--- src/rtl/seq_alu_mdu.sv ---
// Execute unit: ALU/shift ops plus iterative unsigned MUL/MULHU/DIVU/REMU.
// Latency: 1 cycle after accept for ALU ops, WIDTH+1 cycles for MDU ops.
// Backpressure: result is held in DONE until out_ready; no accept while busy or done.
module seq_alu_mdu #(
    parameter  int WIDTH = 32,
    localparam int SHW   = $clog2(WIDTH)
) (
    input  logic             clk,
    input  logic             rst_n,
    input  logic             in_valid,
    output logic             in_ready,
    input  logic [WIDTH-1:0] op_a,
    input  logic [WIDTH-1:0] op_b,
    input  logic [3:0]       ctrl,
    output logic             out_valid,
    input  logic             out_ready,
    output logic [WIDTH-1:0] res,
    output logic             carry,
    output logic             overflow,
    output logic             zero
);
    localparam int CW = SHW + 1;
    localparam logic [CW-1:0] CNT_INIT = CW'(WIDTH);
    localparam logic [CW-1:0] CNT_ONE  = CW'(1);

    localparam logic [1:0] S_IDLE = 2'd0;
    localparam logic [1:0] S_BUSY = 2'd1;
    localparam logic [1:0] S_DONE = 2'd2;

    localparam logic [3:0] OP_AND  = 4'b0000;
    localparam logic [3:0] OP_OR   = 4'b0001;
    localparam logic [3:0] OP_ADD  = 4'b0010;
    localparam logic [3:0] OP_XOR  = 4'b0011;
    localparam logic [3:0] OP_UND0 = 4'b0100;
    localparam logic [3:0] OP_SLTU = 4'b0101;
    localparam logic [3:0] OP_SUB  = 4'b0110;
    localparam logic [3:0] OP_SLT  = 4'b0111;
    localparam logic [3:0] OP_SLL  = 4'b1000;
    localparam logic [3:0] OP_SRL  = 4'b1001;
    localparam logic [3:0] OP_UND1 = 4'b1010;
    localparam logic [3:0] OP_SRA  = 4'b1011;

    logic [1:0]       state_q, state_d;
    logic [CW-1:0]    cnt_q, cnt_d;
    logic [WIDTH-1:0] hi_q, hi_d;     // product high half / partial remainder
    logic [WIDTH-1:0] lo_q, lo_d;     // multiplier then product low half / quotient
    logic [WIDTH-1:0] opb_q, opb_d;   // multiplicand / divisor
    logic [1:0]       mop_q, mop_d;   // bit1: divide, bit0: select high register
    logic [WIDTH-1:0] res_q, res_d;
    logic             carry_q, carry_d;
    logic             ovf_q, ovf_d;
    logic             zero_q, zero_d;

    // Adder shared by ADD/SUB/SLT/SLTU; MSB handled separately to expose its carry-in
    logic             sub_op, flag_op, c_msb_in, c_out, slt_lt;
    logic [WIDTH-1:0] b_eff, low_add, sum;
    logic [SHW-1:0]   shamt;

    assign sub_op   = (ctrl == OP_SUB) || (ctrl == OP_SLT) || (ctrl == OP_SLTU);
    assign flag_op  = sub_op || (ctrl == OP_ADD);
    assign b_eff    = sub_op ? ~op_b : op_b;
    assign low_add  = {1'b0, op_a[WIDTH-2:0]} + {1'b0, b_eff[WIDTH-2:0]}
                    + {{(WIDTH-1){1'b0}}, sub_op};
    assign c_msb_in = low_add[WIDTH-1];
    assign sum      = {op_a[WIDTH-1] ^ b_eff[WIDTH-1] ^ c_msb_in, low_add[WIDTH-2:0]};
    assign c_out    = (op_a[WIDTH-1] & b_eff[WIDTH-1]) | (op_a[WIDTH-1] & c_msb_in)
                    | (b_eff[WIDTH-1] & c_msb_in);
    // Differing signs decide directly; equal signs cannot overflow so the difference sign decides
    assign slt_lt   = (op_a[WIDTH-1] != op_b[WIDTH-1]) ? op_a[WIDTH-1] : sum[WIDTH-1];
    assign shamt    = op_b[SHW-1:0];

    logic [WIDTH-1:0] alu_res;
    // Single-cycle ALU/shift result; undefined codes yield zero
    always_comb begin
        alu_res = '0;
        case (ctrl)
            OP_AND:  alu_res = op_a & op_b;
            OP_OR:   alu_res = op_a | op_b;
            OP_ADD:  alu_res = sum;
            OP_XOR:  alu_res = op_a ^ op_b;
            OP_SLTU: alu_res = {{(WIDTH-1){1'b0}}, ~c_out};
            OP_SUB:  alu_res = sum;
            OP_SLT:  alu_res = {{(WIDTH-1){1'b0}}, slt_lt};
            OP_SLL:  alu_res = op_a << shamt;
            OP_SRL:  alu_res = op_a >> shamt;
            OP_SRA:  alu_res = $unsigned($signed(op_a) >>> shamt);
            default: alu_res = '0;
        endcase
    end

    // One iteration of shift-add multiply or restoring divide
    logic [WIDTH:0]   mul_sum, div_rem, div_diff;
    logic             div_ge;
    logic [WIDTH-1:0] hi_step, lo_step;

    assign mul_sum  = {1'b0, hi_q} + (lo_q[0] ? {1'b0, opb_q} : {(WIDTH+1){1'b0}});
    assign div_rem  = {hi_q, lo_q[WIDTH-1]};
    assign div_ge   = div_rem >= {1'b0, opb_q};
    assign div_diff = div_rem - {1'b0, opb_q};

    // Select the step flavour; a zero divisor naturally gives all-ones quotient and remainder = A
    always_comb begin
        hi_step = mul_sum[WIDTH:1];
        lo_step = {mul_sum[0], lo_q[WIDTH-1:1]};
        if (mop_q[1]) begin
            hi_step = div_ge ? div_diff[WIDTH-1:0] : div_rem[WIDTH-1:0];
            lo_step = {lo_q[WIDTH-2:0], div_ge};
        end
    end

    // Next-state logic for the IDLE/BUSY/DONE sequencer and datapath registers
    always_comb begin
        state_d = state_q;
        cnt_d   = cnt_q;
        hi_d    = hi_q;
        lo_d    = lo_q;
        opb_d   = opb_q;
        mop_d   = mop_q;
        res_d   = res_q;
        carry_d = carry_q;
        ovf_d   = ovf_q;
        zero_d  = zero_q;
        case (state_q)
            S_IDLE: begin
                if (in_valid) begin
                    if (ctrl[3:2] == 2'b11) begin
                        hi_d    = '0;
                        lo_d    = op_a;
                        opb_d   = op_b;
                        mop_d   = ctrl[1:0];
                        cnt_d   = CNT_INIT;
                        state_d = S_BUSY;
                    end else begin
                        res_d   = alu_res;
                        carry_d = flag_op & c_out;
                        ovf_d   = flag_op & (c_msb_in ^ c_out);
                        zero_d  = (ctrl != OP_UND0) && (ctrl != OP_UND1) && (alu_res == '0);
                        state_d = S_DONE;
                    end
                end
            end
            S_BUSY: begin
                hi_d  = hi_step;
                lo_d  = lo_step;
                cnt_d = cnt_q - CNT_ONE;
                if (cnt_q == CNT_ONE) begin
                    res_d   = mop_q[0] ? hi_step : lo_step;
                    carry_d = 1'b0;
                    ovf_d   = 1'b0;
                    zero_d  = ((mop_q[0] ? hi_step : lo_step) == '0);
                    state_d = S_DONE;
                end
            end
            S_DONE: begin
                if (out_ready) state_d = S_IDLE;
            end
            default: state_d = S_IDLE;
        endcase
    end

    // State registers; reset discards any in-flight operation
    always_ff @(posedge clk or negedge rst_n) begin
        if (!rst_n) begin
            state_q <= S_IDLE;
            cnt_q   <= '0;
            hi_q    <= '0;
            lo_q    <= '0;
            opb_q   <= '0;
            mop_q   <= '0;
            res_q   <= '0;
            carry_q <= 1'b0;
            ovf_q   <= 1'b0;
            zero_q  <= 1'b0;
        end else begin
            state_q <= state_d;
            cnt_q   <= cnt_d;
            hi_q    <= hi_d;
            lo_q    <= lo_d;
            opb_q   <= opb_d;
            mop_q   <= mop_d;
            res_q   <= res_d;
            carry_q <= carry_d;
            ovf_q   <= ovf_d;
            zero_q  <= zero_d;
        end
    end

    assign in_ready  = rst_n && (state_q == S_IDLE);
    assign out_valid = (state_q == S_DONE);
    assign res       = res_q;
    assign carry     = carry_q;
    assign overflow  = ovf_q;
    assign zero      = zero_q;
endmodule

--- config.mk ---
export PLATFORM = sky130hd
export DESIGN_NAME = seq_alu_mdu
export DESIGN_NICKNAME = d
export VERILOG_FILES = /design/src/rtl/seq_alu_mdu.sv
export SDC_FILE = /design/constraint.sdc
export NUM_CORES = 1
export LEC_CHECK = 0
export BUFFER_PORTS_ARGS = -buffer_cell sky130_fd_sc_hd__buf_2
export CAP_MARGIN = 10
export CORE_ASPECT_RATIO = 1.1
export CORE_MARGIN = 2
export CORE_UTILIZATION = 28
export DETAILED_ROUTE_END_ITERATION = 6
export PLACE_DENSITY = 0.5
export SLEW_MARGIN = 20
export SYNTH_ARGS = -nofsm -noshare
export SYNTH_HDL_FRONTEND = slang
export SYNTH_SLANG_ARGS = --single-unit
--- constraint.sdc ---
create_clock -name clk -period 8.1 [get_ports clk]
set_clock_uncertainty 0.2 [all_clocks]
set_input_delay 1.62 -clock clk [delete_from_list [all_inputs] [get_ports clk]]
set_output_delay 1.62 -clock clk [all_outputs]
set_load 0.03 [all_outputs]
* Yosys cells after proc, flatten, opt, wreduce, memory -nomap -nowiden
Index checks and enable logic that the tools add are counted.
** Word-level totals
- Flip-flop bits (word level) :: 141
- Latch bits :: 0
- Memory bits (writable) :: 0
- Memory bits (read-only) :: 0
- Bits of input ports :: 72
- Output and inout port bits :: 37
- Logic and storage cells :: 108
- Memories kept :: 0
** Cells by class
- Add/subtract/negate cells :: 5
- Multipliers :: 0
- Div/mod/pow operators :: 0
- Order comparisons :: 1
- Equal/unequal tests :: 21
- Shift-type cells :: 3
- Mux-type cells :: 37
- Bitwise logic cells :: 15
- Reduce and logical (&&, ||, !) cells :: 16
** Operators by type and width (count)
- $mux 32 :: 13
- $pmux 32 s9 :: 1
- $pmux 32 s2 :: 3
- $logic_not 32->1 :: 2
- $add 32x32->33 :: 1
- $ge 33x32->1 :: 1
- $add 31x31->32 :: 1
- $add 32x1->32 :: 1
- $and 32x32->32 :: 1
- $not 32->32 :: 1
- $or 32x32->32 :: 1
- $shl 32x5->32 :: 1
- $shr 32x5->32 :: 1
- $sshr 32x5->32 :: 1
- $sub 32x32->32 :: 1
- $xor 32x32->32 :: 1
- $eq 4x3->1 const B :: 3
- $eq 4x4->1 const B :: 3
- $mux 6 :: 2
- $pmux 6 s2 :: 1
- $mux 1 :: 9
- $reduce_and 3->1 :: 3
- $eq 4x2->1 const B :: 2
- $mux 2 :: 4
- 23 further kinds :: 40

* Longest topological paths before layout
- Word-level depth :: 16
- Mapped depth :: 29
- Mapped depth without buffers :: 27

* Worst setup path before layout
No wires, ideal clock.
- Path type :: input to register
- From :: input ctrl[3]
- To :: register zero_q, in the netlist zero
- Setup time :: 0.095 ns
- Data arrival time :: 7.598 ns
- Data required time :: 7.805 ns
- Slack :: 0.206 ns
- Stages :: 29
- Buffers on the path :: 2
- Cell sequence :: nand2b_1 -> nor2_1 -> buf_1 -> xnor2_1 -> ha_1 -> clkbuf_1 -> a211oi_1 -> o21ai_0 -> and3_1 -> a2111oi_0 -> o311a_1 -> o21a_1 -> o21bai_1 -> nand2_1 -> a21oi_1 -> or2_2 -> fa_1 -> mux2i_1 -> a211oi_1 -> a31oi_1 -> o221a_2 -> o221a_2 -> and4_1 -> nand4_1 -> nor4_1 -> nand4_1 -> or4_1 -> o41a_1 -> o31ai_1
** On the way
- Cells in the longest elaborated chain, start to end :: 16
- Elaborated cells on any way between the ends :: 37
- Classes of those cells :: add/sub (2); eq/ne (13); mux (6); bitwise (8); reduce/logical (8)
** Ends and longest elaborated chain
- start: declaration :: RTL line 14 : input logic [3:0] ctrl,
- $eq 4x3->1 :: RTL line 59, 76
- $logic_or 1x1->1 (2 in series) :: RTL line 59 : assign sub_op = (ctrl == OP_SUB) || (ctrl == OP_SLT) || (ctrl == OP_SLTU);
- $mux 32 :: RTL line 61 : assign b_eff = sub_op ? ~op_b : op_b;
- $add 31x31->32 :: RTL line 62 : assign low_add = {1'b0, op_a[WIDTH-2:0]} + {1'b0, b_eff[WIDTH-2:0]}
- $add 32x1->32 :: RTL line 63 : + {{(WIDTH-1){1'b0}}, sub_op};
- $and 1x1->1 :: RTL line 66 : assign c_out = (op_a[WIDTH-1] & b_eff[WIDTH-1]) | (op_a[WIDTH-1] & c_msb_in)
- $or 1x1->1 :: RTL line 66
- $or 1x1->1 :: RTL line 67 : | (b_eff[WIDTH-1] & c_msb_in);
- $not 1->1 :: RTL line 81 : OP_SLTU: alu_res = {{(WIDTH-1){1'b0}}, ~c_out};
- $pmux 32 s9 :: RTL line 76 : case (ctrl)
- $logic_not 32->1 :: RTL line 137 : zero_d = (ctrl != OP_UND0) && (ctrl != OP_UND1) && (alu_res == '0);
- $logic_and 1x1->1 :: RTL line 137
- $mux 1 :: RTL line 126 : if (ctrl[3:2] == 2'b11) begin
- $mux 1 :: RTL line 125 : if (in_valid) begin
- $pmux 1 s2 :: RTL line 123 : case (state_q)
- end signal: assignment :: RTL line 184 : zero_q <= zero_d;
- end: declaration :: RTL line 52 : logic zero_q, zero_d;
Parallel ways exist; a longest one is shown, timed or not. The select of a mux whose other input is x is not followed.
A chain may end at the register's enable or synchronous reset.

* Final worst setup path
- From :: input ctrl[1]
- To :: register zero_q, in the netlist zero
** On the way
- Cells in the longest elaborated chain, start to end :: 16
- Elaborated cells on any way between the ends :: 34
- Classes of those cells :: add/sub (2); eq/ne (11); mux (6); bitwise (8); reduce/logical (7)
** Ends and longest elaborated chain (RTL line)
- $eq 4x3->1 :: 59, 76
- $logic_or 1x1->1 (2 in series) :: 59
- $mux 32 :: 61
- $add 31x31->32 :: 62
- $add 32x1->32 :: 63
- $and 1x1->1 :: 66
- $or 1x1->1 :: 66
- $or 1x1->1 :: 67
- $not 1->1 :: 81
- $pmux 32 s9 :: 76
- $logic_not 32->1 :: 137
- $logic_and 1x1->1 * :: 137
- $mux 1 * :: 126
- $mux 1 * :: 125
- $pmux 1 s2 * :: 123
Mark *: on every way between the ends. The rest lies on a longest branch, timed or not. The select of a mux whose other input is x is not followed.

==> impl_metrics.xml <==
<?xml version="1.0" encoding="UTF-8"?>
<metrics>
  <group name="drt">
    <metric name="iteration_count_of_the_initial_detailed_routing_pass" unit="">6</metric>
    <metric name="initialDrtViolationCount" unit="">2587</metric>
    <metric name="vias" unit="">21800</metric>
    <metric name="route.detailed.vias_per_inst" unit="">5.98</metric>
    <metric name="ant_nets" unit="">0</metric>
    <metric name="drt-total-wl" unit="um">98700</metric>
    <metric name="remaining_drc_errors" unit="">0</metric>
    <metric name="drt-wirelength-per-cell" unit="um">27.1</metric>
  </group>
  <group name="worst_setup_path">
    <metric name="setup.worst_path.class" unit="">primary input to flip-flop</metric>
    <metric name="timing.critical_path.from_type" unit="">primary input</metric>
    <metric name="cell_type_of_the_slowest_stage_on_the_worst_timing_path" unit="">sky130_fd_sc_hd__or4_1</metric>
    <metric name="worst-r2r-setup-slack" unit="ps">2380</metric>
    <metric name="critical_path.max_fanout" unit="">23</metric>
    <metric name="data_required_time_of_the_worst_path" unit="ps">8260</metric>
    <metric name="worst_setup_path_end_kind" unit="">flip-flop</metric>
    <metric name="timing.critical_path.arrival" unit="ps">7830</metric>
    <metric name="max_stage_delay" unit="ps">510</metric>
  </group>
  <group name="cells_and_area">
    <metric name="synthToLayoutAreaGrowth" unit="%">11.7</metric>
    <metric name="design.final.nets" unit="">2917</metric>
    <metric name="num_antenna_cells" unit="">0</metric>
    <metric name="postLayoutCellArea" unit="um2">22900</metric>
    <metric name="fraction_of_layout_cells_with_a_size_suffix_above_1" unit="%">14.9</metric>
  </group>
  <group name="synthesis">
    <metric name="syn_area" unit="um2">20500</metric>
    <metric name="synthArstFlopShare" unit="%">100</metric>
    <metric name="synth-warning-count" unit="">0</metric>
    <metric name="netlist.top_cell.by_area" unit="">sky130_fd_sc_hd__dfrtp_1</metric>
    <metric name="synth_cells" unit="">2653</metric>
    <metric name="yosys-top-cells-area" unit="">sky130_fd_sc_hd__dfrtp_1, sky130_fd_sc_hd__ha_1, sky130_fd_sc_hd__mux4_2</metric>
    <metric name="synth_ff_type" unit="">sky130_fd_sc_hd__dfrtp_1</metric>
    <metric name="syn_nets" unit="">2890</metric>
    <metric name="synth_top_area_share" unit="%">17.2</metric>
    <metric name="synthDistinctLibCells" unit="">92</metric>
    <metric name="synth-edff-count" unit="">0</metric>
    <metric name="synth.ff_latch_count" unit="">141</metric>
    <metric name="synth_area_per_cell" unit="um2">7.72</metric>
    <metric name="synth-seq-area-share" unit="%">17.2</metric>
  </group>
  <group name="placed_design">
    <metric name="place_hpwl" unit="um">75300</metric>
    <metric name="numPortBuffers" unit="">108</metric>
    <metric name="placed_cell_area" unit="um2">22200</metric>
    <metric name="routabilityCongestion" unit="">1.03</metric>
    <metric name="preCtsSetupSlack" unit="ps">-167</metric>
  </group>
  <group name="clocking">
    <metric name="clock_tree.htree_level_count" unit="">4</metric>
    <metric name="cts_tree" unit="">built</metric>
    <metric name="postCtsSetupRepairBufs" unit="">0</metric>
    <metric name="cts_made_buffers" unit="">17</metric>
    <metric name="path_clk_slew" unit="ps">80</metric>
    <metric name="cts.path.max_buffers" unit="">2</metric>
    <metric name="worstSkewPairLatency" unit="ps">460</metric>
    <metric name="clock_tree.root_cell" unit="">sky130_fd_sc_hd__clkbuf_16</metric>
    <metric name="tritoncts_num_sinks" unit="">141</metric>
  </group>
  <group name="floorplanning">
    <metric name="fp-row-count" unit="">104</metric>
    <metric name="design.core.area" unit="um2">72900</metric>
    <metric name="io_count" unit="">109</metric>
    <metric name="initial_core_util" unit="%">28.1</metric>
    <metric name="fp.dieH" unit="um">288</metric>
    <metric name="floorplan.die.width" unit="um">262</metric>
    <metric name="floorplan.die_area" unit="um2">75400</metric>
  </group>
  <group name="timing">
    <metric name="tightest_slew" unit="ps">1140</metric>
    <metric name="max_slew_margin" unit="%">22.0</metric>
    <metric name="finalMaxSlewViolations" unit="">0</metric>
    <metric name="setup-violations-final" unit="">0</metric>
    <metric name="worst_setup_margin" unit="ps">433</metric>
    <metric name="timing.final.crit_period" unit="ps">7670</metric>
    <metric name="unrepaired_setup_endpoints_after_global_routing" unit="">false</metric>
    <metric name="fin_crit_sh" unit="%">94.7</metric>
    <metric name="hold_viol_final" unit="">0</metric>
    <metric name="max_freq" unit="MHz">130</metric>
  </group>
  <group name="grt">
    <metric name="globalRouteMet1Util" unit="%">33.8</metric>
    <metric name="grt_max_degree" unit="">74</metric>
    <metric name="grt_pass1_vias" unit="">20800</metric>
    <metric name="grt.busiest_layer" unit="">met2</metric>
    <metric name="grt_usage" unit="%">25.7</metric>
    <metric name="grtUsageMet2" unit="%">42.0</metric>
    <metric name="use_met3" unit="%">2.76</metric>
    <metric name="first_pass_grt_wire_length" unit="um">143000</metric>
    <metric name="antenna_found_initial" unit="">2</metric>
    <metric name="grt-ovfl-total" unit="">0</metric>
  </group>
  <group name="job">
    <metric name="drv_cap" unit="">0</metric>
  </group>
  <group name="power_and_ir_drop">
    <metric name="static-leakage-power" unit="nW">9.97</metric>
    <metric name="p_comb_share" unit="%">71.0</metric>
    <metric name="p_int" unit="mW">3.28</metric>
    <metric name="clkPwrFrac" unit="%">11.2</metric>
    <metric name="switching_power" unit="mW">4.15</metric>
    <metric name="seq_power_share" unit="%">17.8</metric>
    <metric name="irDropWorstVdd" unit="mV">0.164</metric>
    <metric name="switching_share_of_power" unit="%">55.9</metric>
    <metric name="power_per_cell_area" unit="nW/um2">325</metric>
  </group>
  <group name="hold_path">
    <metric name="hold_path_class" unit="">flip-flop to flip-flop</metric>
  </group>
  <group name="run_status">
    <metric name="outcome" unit="">finished clean</metric>
  </group>
</metrics>
placed cells by master (no fill, tap or decap), drive strengths merged, types with 16 or more instances in the layout:
cell type  netlist  routed
or3             18      18
ha             161     161
clkbuf         144      17
nand2b          29      29
and2            52      52
nand4           27      27
o21a            16      16
dfrtp          141     141
and3            19      19
nand3           65      65
nand2          308     308
a22o            20      20
o31ai           17      17
o211ai          40      40
o22ai           19      19
nor2           224     224
xnor2           68      68
a31oi           37      37
a21o            43      43
a221o           27      27
xor2            32      32
a211oi          42      42
a21oi          179     179
mux2            35      35
inv            135     142
mux2i          120     120
mux4            63      63
o21ai          200     200
buf             77     229
nor3            45      45
synth_stat cells (all sizes together) (27+ instances only):
library cell,number
nand2,308
nor2,224
o21ai,200
a21oi,179
ha,161
clkbuf,144
dfrtp,141
inv,135
mux2i,120
buf,77
xnor2,68
nand3,65
mux4,63
and2,52
nor3,45
a21o,43
a211oi,42
o211ai,40
a31oi,37
mux2,35
xor2,32
nand2b,29
a221o,27
nand4,27
through the flow:
step           cells  hold slack, ps  TNS (ps)  power, mW  util (%)
3_5_place_dp    3615             265      -167       6.47      30.5
6_report        3647             277         0       7.43      31.4
3_3_place_gp    3615             260     -40.3       6.49      30.5
2_1_floorplan   2653             289         0       4.76         -
5_1_grt         3647             319         0       7.87      31.4
4_1_cts         3647             282         0       7.33      31.4
what timing repair did:
| action | 4_1_cts | 5_1_grt |
|---|---|---|
| endpoints found under the setup margin | 0 | 1 |
| gates resized for setup | 0 | 6 |
| hold buffers | 0 | 0 |
final cells by class:
| cell class | instances | area (um2) |
|---|---|---|
| Inverter | 136 | 510 |
| Timing Repair Buffer | 229 | 1500 |
| Fill cell | 8021 | 50000 |
| Multi-Input combinational cell | 2155 | 15500 |
| Tap cell | 954 | 1190 |
| Sequential cell | 141 | 3530 |
| Clock buffer | 17 | 425 |
| Clock inverter | 15 | 194 |
critical path: cells and delay by family:
family	cells	cell delay [ps]
mux	1	170
xor+xnor	1	160
compound gates	10	1980
buf+inv	4	520
simple gates	12	2600
fa+ha+maj	2	750
final timing paths:
check	from	to	depth (start not counted)
max	ctrl[1]	zero	30
min	res[6]	res[6]	2
max reg2reg	hi_q[7]	zero	14
min reg2reg	res[6]	res[6]	2
max in group asynchronous	rst_n	cnt_q[0]	2
min in group asynchronous	rst_n	hi_q[23]	1
kinds of logic after synthesis:
kind of cell    count (synthesis)  synth area share (%)
xor+xnor                      100                  4.27
flops                         141                  17.2
fa+ha+maj                     165                  10.2
mux                           218                  14.9
compound gates                802                  26.1
buf+inv                       357                  7.42
simple gates                  870                  19.9
registers in the layout, summed over array words and instances (netlist names), 2 cells and up:
register	count
hi_q	32
lo_q	32
opb_q	32
res	32
cnt_q	6
mop_q	2
state_q	2
power by group through the flow:
| stage | logic, mW | clock network (mW) | registers [mW] |
|---|---|---|---|
| after floorplan | 3.43 | 0 | 1.33 |
| after global placement | 5.16 | 0 | 1.32 |
| after detailed placement | 5.14 | 0 | 1.33 |
| after CTS | 5.17 | 0.841 | 1.31 |
| after global routing | 5.65 | 0.869 | 1.36 |
| final | 5.28 | 0.830 | 1.32 |
layer usage:
layer	up-vias	part of all wire (%)
met5	-	0
li1	9834	-
met1	10700	41
met2	1041	47
met4	0	5.2
met3	231	6.7
Power figures use the tool's default switching activity.
